### src/rtl/hazard_ctrl.sv
// hazard_ctrl -- decode-stage hazard unit.
//
// Detects load-use hazards that bypassing cannot cover and sequences the
// multiply/divide unit (start strobe, wait with stall, forced release on
// timeout). Its stall output is the same stall seen by bypass_ctrl.
//
// Ports:
//   clock         rising-edge clock
//   reset         asynchronous active-low reset
//   ir_fd         instruction in the F/D latch
//   ir_dx         instruction in the D/X latch
//   dx_type       D/X instruction type: 00 R, 01 I, 10 JI, 11 JII
//   branch_taken  taken branch/jump resolved in X this cycle
//   md_ready      multdiv result valid
//   stall         hold PC, F/D and D/X
//   bubble_xm     load nop into X/M on next edge
//   flush_fd      load nop into F/D on next edge
//   flush_dx      load nop into D/X on next edge
//   md_start      one-cycle multdiv operand capture strobe
//   md_timeout    sticky flag: multdiv exceeded MD_MAX_CYCLES
//   stall_cycles  (HAZARD_PERF_EN only) saturating count of stalled cycles
//
// Optional feature macro: HAZARD_PERF_EN.

module hazard_ctrl #(
  parameter int MD_MAX_CYCLES = 40,
  parameter int CNT_W         = 6
) (
  input  logic        clock,
  input  logic        reset,
  input  logic [31:0] ir_fd,
  input  logic [31:0] ir_dx,
  input  logic [1:0]  dx_type,
  input  logic        branch_taken,
  input  logic        md_ready,
  output logic        stall,
  output logic        bubble_xm,
  output logic        flush_fd,
  output logic        flush_dx,
  output logic        md_start,
`ifdef HAZARD_PERF_EN
  output logic [15:0] stall_cycles,
`endif
  output logic        md_timeout
);

  localparam logic [4:0] OP_RTYPE = 5'b00000;
  localparam logic [4:0] OP_ADDI  = 5'b00101;
  localparam logic [4:0] OP_SW    = 5'b00111;
  localparam logic [4:0] OP_LW    = 5'b01000;
  localparam logic [4:0] OP_BNE   = 5'b00010;
  localparam logic [4:0] OP_BLT   = 5'b00110;
  localparam logic [4:0] OP_JR    = 5'b00100;
  localparam logic [4:0] ALU_MUL  = 5'b00110;
  localparam logic [4:0] ALU_DIV  = 5'b00111;

  localparam logic [CNT_W-1:0] MD_LAST = CNT_W'(MD_MAX_CYCLES - 1);

  typedef enum logic {RUN, MD_WAIT} state_t;

  state_t             state_q, state_d;
  logic [CNT_W-1:0]   cnt_q, cnt_d;
  logic               timeout_set;

  // Source-1 field is read by R-type and the I-type group.
  function automatic logic reads_src1(input logic [4:0] op);
    return (op == OP_RTYPE) || (op == OP_ADDI) || (op == OP_SW) ||
           (op == OP_LW) || (op == OP_BNE) || (op == OP_BLT);
  endfunction

  // These opcodes read their rd field as the second source.
  function automatic logic src2_is_rd(input logic [4:0] op);
    return (op == OP_SW) || (op == OP_BNE) || (op == OP_BLT) || (op == OP_JR);
  endfunction

  logic [4:0] fd_op, fd_src1, fd_src2, dx_op, dx_rd;
  logic       fd_use1, fd_use2, fd_live, dx_lw, dx_md, load_use;

  assign fd_op   = ir_fd[31:27];
  assign fd_src1 = ir_fd[21:17];
  assign fd_src2 = src2_is_rd(fd_op) ? ir_fd[26:22] : ir_fd[16:12];
  assign fd_live = (ir_fd != 32'd0);
  assign fd_use1 = reads_src1(fd_op);
  // A store's data register (its rd field) is served by the D-stage bypass,
  // so only its base register can cause a load-use stall.
  assign fd_use2 = (src2_is_rd(fd_op) && (fd_op != OP_SW)) || (fd_op == OP_RTYPE);

  assign dx_op = ir_dx[31:27];
  assign dx_rd = ir_dx[26:22];
  assign dx_lw = (dx_op == OP_LW);
  assign dx_md = (dx_op == OP_RTYPE) && (dx_type == 2'b00) &&
                 ((ir_dx[6:2] == ALU_MUL) || (ir_dx[6:2] == ALU_DIV));

  assign load_use = dx_lw && (dx_rd != 5'd0) && fd_live &&
                    ((fd_use1 && (fd_src1 == dx_rd)) ||
                     (fd_use2 && (fd_src2 == dx_rd)));

  logic unused_dx_bits;
  assign unused_dx_bits = ^{ir_dx[21:7], ir_dx[1:0]};

  always_comb begin
    stall       = 1'b0;
    bubble_xm   = 1'b0;
    flush_fd    = 1'b0;
    flush_dx    = 1'b0;
    md_start    = 1'b0;
    timeout_set = 1'b0;
    state_d     = state_q;
    cnt_d       = cnt_q;
    // Outputs are forced low while reset is asserted, independent of inputs.
    if (reset) begin
      case (state_q)
        RUN: begin
          if (branch_taken) begin
            flush_fd = 1'b1;
            flush_dx = 1'b1;
          end else if (load_use) begin
            stall    = 1'b1;
            flush_dx = 1'b1;
          end else if (dx_md) begin
            md_start = 1'b1;
            state_d  = MD_WAIT;
            cnt_d    = '0;
          end
        end
        MD_WAIT: begin
          cnt_d = cnt_q + 1'b1;
          if (md_ready) begin
            state_d = RUN;
          end else if (cnt_q == MD_LAST) begin
            // Release in this cycle so the hung op leaves D/X and is not
            // restarted when the FSM returns to RUN.
            timeout_set = 1'b1;
            state_d     = RUN;
          end else begin
            stall     = 1'b1;
            bubble_xm = 1'b1;
          end
        end
        default: state_d = RUN;
      endcase
    end
  end

  always_ff @(posedge clock or negedge reset) begin
    if (!reset) begin
      state_q    <= RUN;
      cnt_q      <= '0;
      md_timeout <= 1'b0;
    end else begin
      state_q <= state_d;
      cnt_q   <= cnt_d;
      if (timeout_set) md_timeout <= 1'b1;
    end
  end

`ifdef HAZARD_PERF_EN
  always_ff @(posedge clock or negedge reset) begin
    if (!reset) begin
      stall_cycles <= 16'd0;
    end else if (stall && (stall_cycles != 16'hFFFF)) begin
      stall_cycles <= stall_cycles + 16'd1;
    end
  end
`endif

endmodule

### config.mk
export PLATFORM = sky130hd
export DESIGN_NAME = hazard_ctrl
export DESIGN_NICKNAME = d
export VERILOG_FILES = /design/src/rtl/hazard_ctrl.sv
export SDC_FILE = /design/constraint.sdc
export NUM_CORES = 1
export LEC_CHECK = 0
export BUFFER_PORTS_ARGS = -buffer_cell sky130_fd_sc_hd__buf_2
export CORE_MARGIN = 3
export CORE_UTILIZATION = 38
export CTS_BUF_LIST = sky130_fd_sc_hd__clkbuf_4 sky130_fd_sc_hd__clkbuf_8
export CTS_CLUSTER_SIZE = 12
export DETAILED_ROUTE_END_ITERATION = 16
export PLACE_DENSITY = 0.86
export SLEW_MARGIN = 15
export SYNTH_ARGS = -nofsm -noshare
export SYNTH_HDL_FRONTEND = slang
export SYNTH_SLANG_ARGS = --single-unit
### constraint.sdc
create_clock -name clock -period 2.8 [get_ports clock]
set_input_delay 0.56 -clock clock [delete_from_list [all_inputs] [get_ports clock]]
set_output_delay 0.56 -clock clock [all_outputs]
set_load 0.005 [all_outputs]
=== Word-level counts from Yosys, hierarchy flattened ===
Index checks and enable logic that the tools add are counted.

* Bits in registers: 8
* Bits in latches: 0
* Bits in writable memories: 0
* Bits in read-only memories: 0
* Input bits: 70
* Word-level logic and storage cells: 75
* Memories: 0

* Add/subtract/negate cells: 1
* $mul: 0
* Div/mod/pow operators: 0
* $lt $le $gt $ge: 0
* Eq/ne operators: 16
* Shift-type cells: 0
* Multiplexer cells: 29
* Bitwise logic cells: 1
* Reduce and logical (&&, ||, !) cells: 25

{| class="wikitable"
|+ Operators by type and width
! cell !! count
|-
| $reduce_bool 32->1 || 1
|-
| $eq 5x3->1 const B || 6
|-
| $mux 1 || 22
|-
| $mux 6 || 3
|-
| $pmux 6 s2 || 1
|-
| $logic_or 1x1->1 || 11
|-
| $eq 5x4->1 const B || 2
|-
| $eq 5x5->1 || 2
|-
| $logic_not 5->1 || 2
|-
| $logic_and 1x1->1 || 8
|-
| $add 6x1->6 const B || 1
|-
| $eq 6x6->1 const B || 1
|-
| $ne 2x2->1 const B || 3
|-
| $eq 5x2->1 const B || 1
|-
| $mux 5 || 1
|-
| $ne 5x3->1 const B || 1
|-
| $reduce_bool 5->1 || 1
|-
| $pmux 1 s2 || 2
|-
| $reduce_and 4->1 || 1
|-
| $logic_not 2->1 || 1
|-
| $not 1->1 || 1
|}

=== Logic depth before layout (Yosys ltp) ===
Gate-level depths: netlist (run 1).

* Depth in word-level cells: 13
* Gate-level depth with buffers: 6
* Mapped depth without buffers: 6

=== Least setup slack after synthesis (run 1) ===
No wires, ideal clock.

* Path kind: input to output
* Start: input ir_dx[31]
* End: output stall
* Data arrival time: 1871 ps
* Data required time: 2240 ps
* Setup slack: 369 ps
* Stages on the path: 3
* Buffers on the path: 0
* Cells stage by stage: or4_4 or4_4 o31ai_2

* Longest elaborated chain between the ends: 8

{| class="wikitable"
|+ Ends and longest elaborated chain
! what !! line !! source
|-
| start: declaration || 32 || <nowiki>input logic [31:0] ir_dx,</nowiki>
|-
| $eq 5x4->1 || 90 || <nowiki>assign dx_lw = (dx_op == OP_LW);</nowiki>
|-
| $logic_and 1x1->1 (3 in series) || 94 || <nowiki>assign load_use = dx_lw && (dx_rd != 5'd0) && fd_live &&</nowiki>
|-
| $mux 1 || 117 || <nowiki>end else if (load_use) begin</nowiki>
|-
| $mux 1 || 114 || <nowiki>if (branch_taken) begin</nowiki>
|-
| $pmux 1 s2 || 112 || <nowiki>case (state_q)</nowiki>
|-
| $mux 1 || 111 || <nowiki>if (reset) begin</nowiki>
|-
| end: declaration || 36 || <nowiki>output logic stall,</nowiki>
|}

No other way between the ends.

=== Worst setup path in the final report (run 1) ===
Same ends and word-level chain as after synthesis.

==> metrics, run 1 <==
clk_lat worst skew 0.26 ns; DRT iter0 DRCs 48; Multi-input gate area 631 sq um; pin count of the biggest net entering global routing 14; outcome finished, final reports clean; largest family of logic cells by synthesized area simple AND/OR/NAND/NOR gates; Final Cycle Share 95.3%; HP Class input port to asynchronous set/reset pin; residual DRC count 0; static leakage 0.600 nW; Worst Path Required 2.24 ns; average cell area after synthesis 7.90 sq um; VDD IR max 209 uV; worst path bufs/invs 2; fill count 180; commonest non-fill, non-tap cell in the layout buf_2; post-synth top area share 23.5%; post-synthesis net count 179; setup violators final 0; Slowest-stage cell, CP or4_4; Crit. End Element primary output; kind of critical path input port to primary output; CP top delay family simple AND/OR/NAND/NOR gates; CP Launch Type input port; most frequent cells in the layout buf_2, nand2_1, dfrtp_1; Synth Area in Simple Gates 35.6%; Compound-Gate Fraction of Synth Area 21.8%; Post-Synthesis Cell Area 853 sq um; Synth area leader dfrtp_1; Post-DRT Antenna Nets 0; CTS max path bufs 2; die width 53.4 um; TritonCTS buffer count 3; metal3 WL 365 um; final hold slack 0.226 ns; CTS clk-pin slew, worst paths 0.06 ns; Yosys warning count 0; worst flop-to-flop path startpoint cnt_q[0]$_DFFE_PN0P_; # port buffers 57; setup TNS 0 ns; DR pass1 iterations 4; Slew Viols, Final 0; Via Count 1,095; Critical Path Source ir_dx[31]; clock period minus worst slack 2.67 ns; initial core utilization 41.8%; Final Hold Vio Count 0; adder-cell share of the synthesized area 1.47%; async set-reset flop share out of synthesis 100%; die area 2850 sq um; RSZ-0062 raised after global routing false; met2 routed WL 1380 um; Layout area overhead 40.5%; fmax 375 MHz; CP cell instances buf_2, or4_4, or4_4, o31ai_2, buf_2; Max Cap Violations 0; Ant. Diodes 0; Power Density 256 nW/um^2; layout cells sized above 1 38.7%; number of enable flip-flop cells after synthesis 0; crit-path max FO 3; clk_skew 0.00852 ns; Top Metal Used met4; # H-tree levels 1; core area 2040 sq um; Seq. cell area 200 sq um; nets 241; drt wl/cell 14.2 um; Worst Path Arrival 2.11 ns; Netlist cell types 39; TritonCTS clock tree yes; top_reg_cell synth dfrtp_1; synthesis-stage register bit count 8; number of global-route vias before repair 1,052; post-CTS repair timing setup buffer count 0; xor/xnor cell area share of the yosys netlist 11.3%; DP HPWL 2330 um; GRT Overall Usage 20.0%; mux cell area share after synthesis 3.67%; sequential element share of the synthesized area 23.5%; Post-Syn Instances 108; slowest stage delay, CP 0.56 ns; DRT met1 WL 967 um; FP Rows 16; Max-Slew Margin vs Limit 68.0%; Final Wtd Congestion 0.883; Post-Route WL 2780 um; first-pass GRT wire length 4200 um; post_cts resized 0; Remaining Overflow, GRT 0; Clock Sinks 8; initial antenna violation count 0; Ports 76; Root Driver clkbuf_4; Post-CTS Hold Buffers 0; post-DR vias/cell 5.62; Slew @ Worst Pin 0.476 ns; Final Power 0.000306 W; ranking of synthesized cells by area dfrtp_1, xnor2_1, nand2b_1; Die Span Y 53.4 um
==> state kept, by name, summed over array words and instances, names as in the netlist <==
| register | cells |
|---|---|
| state_q | 1 |
| md_timeout | 1 |
| cnt_q | 6 |
==> metrics by stage <==
step           cells  cell area, sq um  util (%)  setup slack [ns]
2_1_floorplan    108               853         -             0.369
3_3_place_gp     192              1180      57.6             0.136
3_5_place_dp     192              1180      57.6             0.126
4_1_cts          195              1200      58.7             0.127
5_1_grt          195              1200      58.7            0.0918
6_report         195              1200      58.7             0.131
==> report_power, final <==
part	switching, W	total [W]	leakage, nW	internal, W
clock network	0.0000393	0.0000884	0.0138	0.0000491
registers	0.000000300	0.000116	0.112	0.000116
logic	0.0000510	0.000102	0.474	0.0000507
total	0.0000906	0.000306	0.600	0.000216
==> cells by family after synthesis <==
| kind of cell | count (synthesis) |
|---|---|
| simple gates | 54 |
| mux | 3 |
| fa+ha+maj | 1 |
| compound gates | 25 |
| buf+inv | 6 |
| xor+xnor | 11 |
| flops | 8 |
==> per-layer routing <==
metal	GRT usage, %	vias up
met5	0	-
met4	8.94	0
met3	3.94	7
met2	39.0	68
met1	19.9	485
li1	-	535
==> area by class of cell <==
class | instances | share of cell area (%)
multi-input cells | 94 | 52.6
flip-flops and latches | 8 | 16.7
inverters | 5 | 1.57
clock buffers | 3 | 1.88
repair buffers | 58 | 24.4
well taps | 27 | 2.82
==> cell usage after synthesis (2+ instances only) <==
cell,instances
a22o_1,4
o21ai_0,3
nand2b_1,7
dfrtp_1,8
xnor2_1,6
nor4_1,7
nor2_1,7
nand2_1,9
or4b_1,2
a21oi_1,2
xor2_1,5
a21o_1,2
inv_1,5
or4_4,2
nand4_1,3
nor3_1,7
o22ai_1,2
mux2i_1,2
nand3_1,5
==> worst paths after layout <==
| kind | endpoint | cells after the start | slack, ns |
|---|---|---|---|
| setup / recovery | stall | 5 | 0.13 |
| hold / removal | cnt_q[2]$_DFFE_PN0P_ | 2 | 0.23 |
| setup reg to reg | state_q$_DFFE_PN0P_ | 5 | 1.29 |
| hold reg to reg | md_timeout$_DFFE_PN0P_ | 1 | 0.46 |
| max in group asynchronous | md_timeout$_DFFE_PN0P_ | 2 | 2.41 |
| min in group clock | md_timeout$_DFFE_PN0P_ | 1 | 0.46 |
(Power assumes the default switching activity.)
==> run 2: changes to the inputs <==
--- a/config.mk
+++ b/config.mk
@@ -12,4 +12,5 @@
 export CTS_CLUSTER_SIZE = 12
 export DETAILED_ROUTE_END_ITERATION = 16
+export GPL_ROUTABILITY_DRIVEN = 0
 export PLACE_DENSITY = 0.86
 export SLEW_MARGIN = 15
==> constraint.sdc (replaced) <==
create_clock -name clock -period 2.8 [get_ports clock]
set_input_delay 0.14 -clock clock [delete_from_list [all_inputs] [get_ports clock]]
set_output_delay 0.14 -clock clock [all_outputs]
set_load 0.005 [all_outputs]
==> metrics, run 2 (synthesized netlist as in run 1, its figures left out) <==
core area 2040 sq um (unchanged); post-CTS repair timing setup buffer count 0 (unchanged); Worst Path Arrival 2.07 ns (-0.04 ns); CTS clk-pin slew, worst paths 0.05 ns (about the same); TritonCTS clock tree yes; Via Count 1,098 (+0.27%); CP Launch Type input port; die width 53.4 um (unchanged); post_cts resized 0 (unchanged); FP Rows 16 (unchanged); Clock Sinks 8 (unchanged); nets 241 (unchanged); Post-CTS Hold Buffers 1 (+1); DP HPWL 2240 um (-3.8%); initial antenna violation count 0 (unchanged); Worst Path Required 2.66 ns (+0.42 ns); clock period minus worst slack 2.21 ns (-0.461 ns); Post-Route WL 2670 um (-3.9%); Slew Viols, Final 0 (unchanged); pin count of the biggest net entering global routing 15 (+1); Multi-input gate area 631 sq um (unchanged); Root Driver clkbuf_4; Largest regs cnt_q (6), md_timeout (1), state_q (1); Power Internal 0.000216 W (-0.15%); Final Power 0.000302 W (-1.6%); Crit. End Element primary output; fill count 198 (+10%); Clk pwr share 28.0% (-0.8 points); CTS max path bufs 2 (unchanged); RSZ-0062 raised after global routing false; Placed Area 1170 sq um (-0.64%); fin area 1200 sq um (+0.21%); Layout area overhead 40.8%; DRT iter0 DRCs 36 (-25%); number of global-route vias before repair 994 (-5.5%); # port buffers 57 (unchanged); Top reg by flops cnt_q; post-DR vias/cell 5.63 (+0.27%); fmax 453 MHz (+21%); TritonCTS buffer count 3 (unchanged); HP Class input port to register; GRT Overall Usage 19.4% (-0.68 points); Max-Slew Margin vs Limit 67.1% (-0.89 points); power share of the sequential group 38.6% (+0.6 points); # H-tree levels 1 (unchanged); static leakage 0.599 nW (-0.10%); Power Density 251 nW/um^2 (-1.8%); drt wl/cell 13.7 um (-3.9%); clk_skew 0.00154 ns (-0.00697 ns); max FFs per register 6 (unchanged); die area 2850 sq um (unchanged); layout cells sized above 1 38.1% (-0.60 points); Final Cycle Share 78.9% (-16 points); Remaining Overflow, GRT 0 (unchanged); Post-DRT Antenna Nets 0 (unchanged); Max Cap Violations 0 (unchanged); first-pass GRT wire length 4120 um (-1.8%); VDD IR max 160 uV (-24%); setup TNS 0 ns (unchanged); switching power 0.0000861 W (-5.0%); clk_lat worst skew 0.24 ns (-0.02 ns); DR pass1 iterations 5 (+1); Sw Share 28.6% (-1.0 points); initial core utilization 41.8% (unchanged); Final Hold Vio Count 0 (unchanged); crit-path max FO 14 (+11); setup violators final 0 (unchanged); Ant. Diodes 0 (unchanged); Slew @ Worst Pin 0.489 ns (+0.0132 ns); kind of critical path input port to primary output; Die Span Y 53.4 um (unchanged); residual DRC count 0 (unchanged); commonest non-fill, non-tap cell in the layout buf_2; Gate power share 33.4% (+0.2 points); outcome finished, final reports clean; Seq. cell area 200 sq um (unchanged); FF-to-FF setup slack 1.20 ns (-0.09 ns); Ports 76 (unchanged); most frequent cells in the layout buf_2, nand2_1, dfrtp_1
[run 2: cell count changes in the layout (fill, tap and decap cells not counted)]
cell,previous run,this run
buf_4,1,0
dlygate4sd3_1,0,1
[run 2: per-stage QoR]
stage | hold WS [ns] | std cells | setup slack, ns | util [%]
6_report | 0.224 | 195 | 0.591 | 58.8
5_1_grt | 0.233 | 195 | 0.478 | 58.8
4_1_cts | 0.229 | 195 | 0.568 | 58.8
3_5_place_dp | 0.0269 | 191 | 0.971 | 57.2
3_3_place_gp | 0.0187 | 191 | 0.974 | 57.2
2_1_floorplan | -0.156 | 108 | 1.21 | -
[run 2: layout make-up]
cell class	count	area share, %
clock buffer	3	1.88
multi-input combinational	94	52.5
inverter	5	1.56
tap	27	2.81
sequential	8	16.7
timing repair buffer	58	24.6
[run 2: path summary, 6_finish.rpt]
| path | startpoint | to | cells past startpoint |
|---|---|---|---|
| worst max-delay path | reset | stall | 8 |
| worst min-delay path | md_ready | md_timeout$_DFFE_PN0P_ | 3 |
| worst max register to register | cnt_q[0]$_DFFE_PN0P_ | state_q$_DFFE_PN0P_ | 5 |
| worst min register to register | md_timeout$_DFFE_PN0P_ | md_timeout$_DFFE_PN0P_ | 1 |
| max in group asynchronous | reset | md_timeout$_DFFE_PN0P_ | 2 |
| min in group asynchronous | reset | cnt_q[2]$_DFFE_PN0P_ | 2 |
[run 2: power groups by stage]
stage                     clock network [W]   logic, W  registers (W)
after detailed placement                  0  0.0000983       0.000118
after floorplan                           0  0.0000394       0.000118
after CTS                         0.0000874  0.0000998       0.000116
after global placement                    0  0.0000942       0.000118
after global routing              0.0000927   0.000111       0.000116
final                             0.0000844   0.000101       0.000116
[run 2: critical path, cell delays in order]
cell and delay, ns:
dlygate4sd3_1 0.52, buf_2 0.27, inv_1 0.12, nor2_1 0.16, nand2_1 0.08, or4_4 0.43
o31ai_2 0.21, buf_2 0.14
[run 2: layer usage]
metal | GRT usage, % | up-vias | routed length, um
li1 | - | 531 | -
met1 | 21.0 | 502 | 1050
met2 | 36.9 | 63 | 1300
met3 | 3.10 | 2 | 301
met4 | 6.81 | 0 | 17
met5 | 0 | - | 0
